[src/rtl/serializador_paralelo_serial.sv]
// Parallel-in, serial-out transmitter for the serial link.
// A word is captured on an accepted load, then driven onto serial_out one bit
// per clock with busy high. A single-cycle done pulse follows the last bit.
// All outputs are registered so the serial line is glitch-free.

module serializador_paralelo_serial #(
  parameter int unsigned WIDTH     = 4,
  parameter bit          LSB_FIRST = 1'b1,
  parameter int unsigned CNT_W     = $clog2(WIDTH)
) (
  input  logic             clock,
  input  logic             reset,
  input  logic             load,
  input  logic [WIDTH-1:0] data_in,
  output logic             serial_out,
  output logic             busy,
  output logic             done,
  output logic [CNT_W-1:0] bit_index
);

  typedef enum logic [1:0] {
    StIdle,
    StShift,
    StDone
  } state_e;

  localparam logic [CNT_W-1:0] LastIdx = CNT_W'(WIDTH - 1);

  state_e           state_q;
  logic [WIDTH-1:0] shreg_q;
  logic [CNT_W-1:0] cnt_q;

  logic             first_bit;
  logic             next_bit;
  logic [WIDTH-1:0] shreg_shifted;

  // Select the output end of the shift register according to bit order.
  always_comb begin
    first_bit     = 1'b0;
    next_bit      = 1'b0;
    shreg_shifted = '0;
    if (LSB_FIRST) begin
      first_bit     = data_in[0];
      next_bit      = shreg_q[1];
      shreg_shifted = shreg_q >> 1;
    end else begin
      first_bit     = data_in[WIDTH-1];
      next_bit      = shreg_q[WIDTH-2];
      shreg_shifted = shreg_q << 1;
    end
  end

  // Control FSM with registered outputs; load is only honoured in IDLE/DONE.
  always_ff @(posedge clock or posedge reset) begin
    if (reset) begin
      state_q    <= StIdle;
      shreg_q    <= '0;
      cnt_q      <= '0;
      serial_out <= 1'b0;
      busy       <= 1'b0;
      done       <= 1'b0;
      bit_index  <= '0;
    end else begin
      case (state_q)
        StIdle, StDone: begin
          if (load) begin
            state_q    <= StShift;
            shreg_q    <= data_in;
            cnt_q      <= '0;
            serial_out <= first_bit;
            busy       <= 1'b1;
            done       <= 1'b0;
            bit_index  <= '0;
          end else begin
            state_q    <= StIdle;
            serial_out <= 1'b0;
            busy       <= 1'b0;
            done       <= 1'b0;
            bit_index  <= '0;
          end
        end
        StShift: begin
          if (cnt_q == LastIdx) begin
            // Last bit has been held for its cycle; line returns low.
            state_q    <= StDone;
            shreg_q    <= '0;
            cnt_q      <= '0;
            serial_out <= 1'b0;
            busy       <= 1'b0;
            done       <= 1'b1;
            bit_index  <= '0;
          end else begin
            shreg_q    <= shreg_shifted;
            cnt_q      <= cnt_q + CNT_W'(1);
            serial_out <= next_bit;
            bit_index  <= cnt_q + CNT_W'(1);
          end
        end
        default: begin
          state_q    <= StIdle;
          shreg_q    <= '0;
          cnt_q      <= '0;
          serial_out <= 1'b0;
          busy       <= 1'b0;
          done       <= 1'b0;
          bit_index  <= '0;
        end
      endcase
    end
  end

endmodule
[config.mk]
export PLATFORM = sky130hd
export DESIGN_NAME = serializador_paralelo_serial
export DESIGN_NICKNAME = d
export VERILOG_FILES = /design/src/rtl/serializador_paralelo_serial.sv
export SDC_FILE = /design/constraint.sdc
export NUM_CORES = 1
export LEC_CHECK = 0
export ABC_CLOCK_PERIOD_IN_PS = 1500
export CORE_AREA = 2 2 39 41
export CTS_CLUSTER_DIAMETER = 200
export CTS_CLUSTER_SIZE = 8
export DETAILED_ROUTE_END_ITERATION = 10
export DIE_AREA = 0 0 41 43
export GPL_ROUTABILITY_DRIVEN = 0
export PLACE_DENSITY = 0.7
export SYNTH_ARGS = -nofsm -noshare
export SYNTH_HDL_FRONTEND = slang
export SYNTH_SLANG_ARGS = --single-unit
[constraint.sdc]
create_clock -name clock -period 1.5 [get_ports clock]
set_input_delay 0.225 -clock clock [delete_from_list [all_inputs] [get_ports clock]]
set_output_delay 0.225 -clock clock [all_outputs]
set_load 0.005 [all_outputs]
==> results.sh, run 1 <==
export IMPL_slew_headroom=0.728
export IMPL_rsz0062_at_grt="no"
export IMPL_fillerInstances=148
export IMPL_cp_slowest_cell="clkdlybuf4s50_1"
export IMPL_hold_buffers=0
export IMPL_powerDensity_nw_per_um2=1910
export IMPL_worstPathRequired_ps=1270
export IMPL_fin_nets=56
export IMPL_clkLatencyLatePin_ps=260
export IMPL_num_vias=292
export IMPL_period_needed_ps=1330
export IMPL_cts_tree="yes"
export IMPL_leakage_nw=0.289
export IMPL_fmax_mhz=753
export IMPL_root_buffer="clkbuf_4"
export IMPL_r2r_slack_ps=300
export IMPL_hold_viol=0
export IMPL_antenna_found_initial=0
export IMPL_fin_skew_ps=5.17
export IMPL_cts_max_path_buffers=2
export IMPL_r2r_end="cnt_q[0]"
export IMPL_drv_cap=0
export IMPL_grt_usage=0.111
export IMPL_start_kind="flop"
export IMPL_grt_max_degree=12
export IMPL_synthesis_area_sq_um=452
export IMPL_cts_htree_levels=1
export IMPL_grt_overflow=0
export IMPL_worstMarginPinSlew_ps=407
export IMPL_cts_setup_buffers=0
export IMPL_cp_slowest_stage_delay_ps=500
export IMPL_r2r_start="cnt_q[0]"
export IMPL_outcome="finished clean"
export IMPL_ys_seq_area_frac=0.609
export IMPL_die_h_um=43
export IMPL_place_area_sq_um=584
export IMPL_post_route_cell_area_sq_um=611
export IMPL_critPathCaptureType="primary output"
export IMPL_drt_pass1_iterations=4
export IMPL_cts_sinks=11
export IMPL_clk_pin_slew_ps=70
export IMPL_cts_buffers=3
export IMPL_grt_pass1_vias=286
export IMPL_worstSetupPathType="flop to primary output"
export IMPL_syn_nets=40
export IMPL_finalSetupViolations=0
export IMPL_reg2regPathDepth=3
export IMPL_critPathBufInv=1
export IMPL_finalCritPeriodShare=0.886
export IMPL_routed_wl_um=781
export IMPL_postSynthAreaPerCell_sq_um=14.1
export IMPL_diodes=0
export IMPL_area_growth_pct=35.2
export IMPL_hold_class="input port to async pin"
export IMPL_drive_gt1_frac=0.149
export IMPL_ios=12
export IMPL_die_area_sq_um=1760
export IMPL_core_area_sq_um=1380
export IMPL_vias_per_cell=4.63
export IMPL_drc=0
export IMPL_drtIter0Drc=4
export IMPL_layout_common_cells="dfrtp_1, clkdlybuf4s50_1, mux2i_1, clkbuf_4"
export IMPL_cp_top_family="buffers and inverters"
export IMPL_final_max_slew_viol_count=0
export IMPL_syn_inst=32
export IMPL_post_drt_wl_per_cell_um=12.4
export IMPL_fp_dieW_um=41
export IMPL_tns_ps=0
export IMPL_ys_warn_count=0
export IMPL_drtAntennaViolNets=0
export IMPL_cts_resized=0
export IMPL_synth_seq_cells=11
export IMPL_dp_hpwl_um=543
export IMPL_cp_cell_sequence="clkdlybuf4s50_1"
export IMPL_initial_core_util=0.326
export IMPL_ys_types=15
export IMPL_cp_max_fo=2
export IMPL_port_buffers=11
export IMPL_grt_pass1_wl_um=1210
export IMPL_ir_worst_vdd_uv=759
export IMPL_arrival_ps=1100
export IMPL_fp_row_count=14
-- flip-flops by register name (all words and copies together), names as in the netlist --
signal	flops
cnt_q	2
state_q	2
done	1
bit_index	2
shreg_q	3
serial_out	1
-- through the flow --
step	cells	power [W]	setup WS (ps)	util	hold slack, ps
after floorplan	32	0.000763	415	-	77.4
after global placement	59	0.000967	220	0.422	467
after detailed placement	59	0.000976	228	0.422	472
after CTS	63	0.00119	144	0.441	254
after global routing	63	0.00126	120	0.441	280
final	63	0.00117	172	0.441	245
-- worst max-delay path by stage --
stage / to / startpoint / cells past startpoint
final: done / done / 1
after global routing: done / done / 1
after detailed placement: shreg_q[1] / load / 3
after floorplan: cnt_q[0] / cnt_q[0] / 3
after global placement: shreg_q[1] / load / 3
after CTS: done / done / 1
-- kinds of logic (layout without fill, tap and decap cells) --
| group | after synthesis | in the layout | synth area share |
|---|---|---|---|
| mux | 3 | 3 | 0.0665 |
| flops | 11 | 11 | 0.609 |
| simple gates | 7 | 7 | 0.139 |
| buf+inv | 3 | 18 | 0.0277 |
| fa+ha+maj | 1 | 1 | 0.0277 |
| compound gates | 7 | 7 | 0.130 |
-- synthesized netlist by cell type --
cell,count,share of area
o21a_1,1,0.017
buf_2,1,0.011
nor2b_2,1,0.019
nor2_1,2,0.017
inv_1,2,0.017
mux2i_1,3,0.066
a22o_1,1,0.019
o2bb2ai_1,2,0.039
a21o_1,2,0.033
a32o_1,1,0.022
ha_1,1,0.028
dfrtp_1,11,0.61
nor4b_2,1,0.033
and2_1,2,0.028
nor3b_4,1,0.042
-- cell type report --
| cell class | instances | area [sq um] | area share |
|---|---|---|---|
| well taps | 16 | 20.0 | 0.0328 |
| repair buffers | 12 | 118 | 0.193 |
| multi-input cells | 18 | 164 | 0.268 |
| inverters | 2 | 7.51 | 0.0123 |
| clock buffers | 4 | 26.3 | 0.0430 |
| flip-flops and latches | 11 | 275 | 0.451 |
-- per-layer routing --
metal  share of wire  wire [um]  vias to the layer above  track usage
li1                -          -                      145            -
met1            0.45        352                      136        0.139
met2            0.46        359                        9        0.138
met3           0.079         62                        2       0.0471
met4          0.0077          6                        0        0.100
met5               0          0                        -            0
-- power by group --
group	leakage [nW]	internal, W	switching, W
Combinational	0.133	0.000299	0.000186
Sequential	0.141	0.000419	0.0000650
Clock	0.0150	0.000103	0.0000945
Total	0.289	0.000820	0.000346
Power figures use the tool's default switching activity.
==> inputs of run 2 (changes only) <==
--- a/config.mk
+++ b/config.mk
@@ -6,12 +6,12 @@
 export NUM_CORES = 1
 export LEC_CHECK = 0
 export ABC_CLOCK_PERIOD_IN_PS = 1500
+export CAP_MARGIN = 20
 export CORE_AREA = 2 2 39 41
 export CTS_CLUSTER_DIAMETER = 200
 export CTS_CLUSTER_SIZE = 8
 export DETAILED_ROUTE_END_ITERATION = 10
 export DIE_AREA = 0 0 41 43
-export GPL_ROUTABILITY_DRIVEN = 0
 export PLACE_DENSITY = 0.7
 export SYNTH_ARGS = -nofsm -noshare
 export SYNTH_HDL_FRONTEND = slang
==> results of run 2 <==
No change in the layout: final DEF, timing and power equal those of run 1.
==> inputs of run 3 (changes only) <==
--- a/config.mk
+++ b/config.mk
@@ -6,7 +6,7 @@
 export NUM_CORES = 1
 export LEC_CHECK = 0
 export ABC_CLOCK_PERIOD_IN_PS = 1500
-export CAP_MARGIN = 20
+export CAP_MARGIN = 25
 export CORE_AREA = 2 2 39 41
 export CTS_CLUSTER_DIAMETER = 200
 export CTS_CLUSTER_SIZE = 8
==> results of run 3 <==
No change in the layout: final DEF, timing and power equal those of run 1.
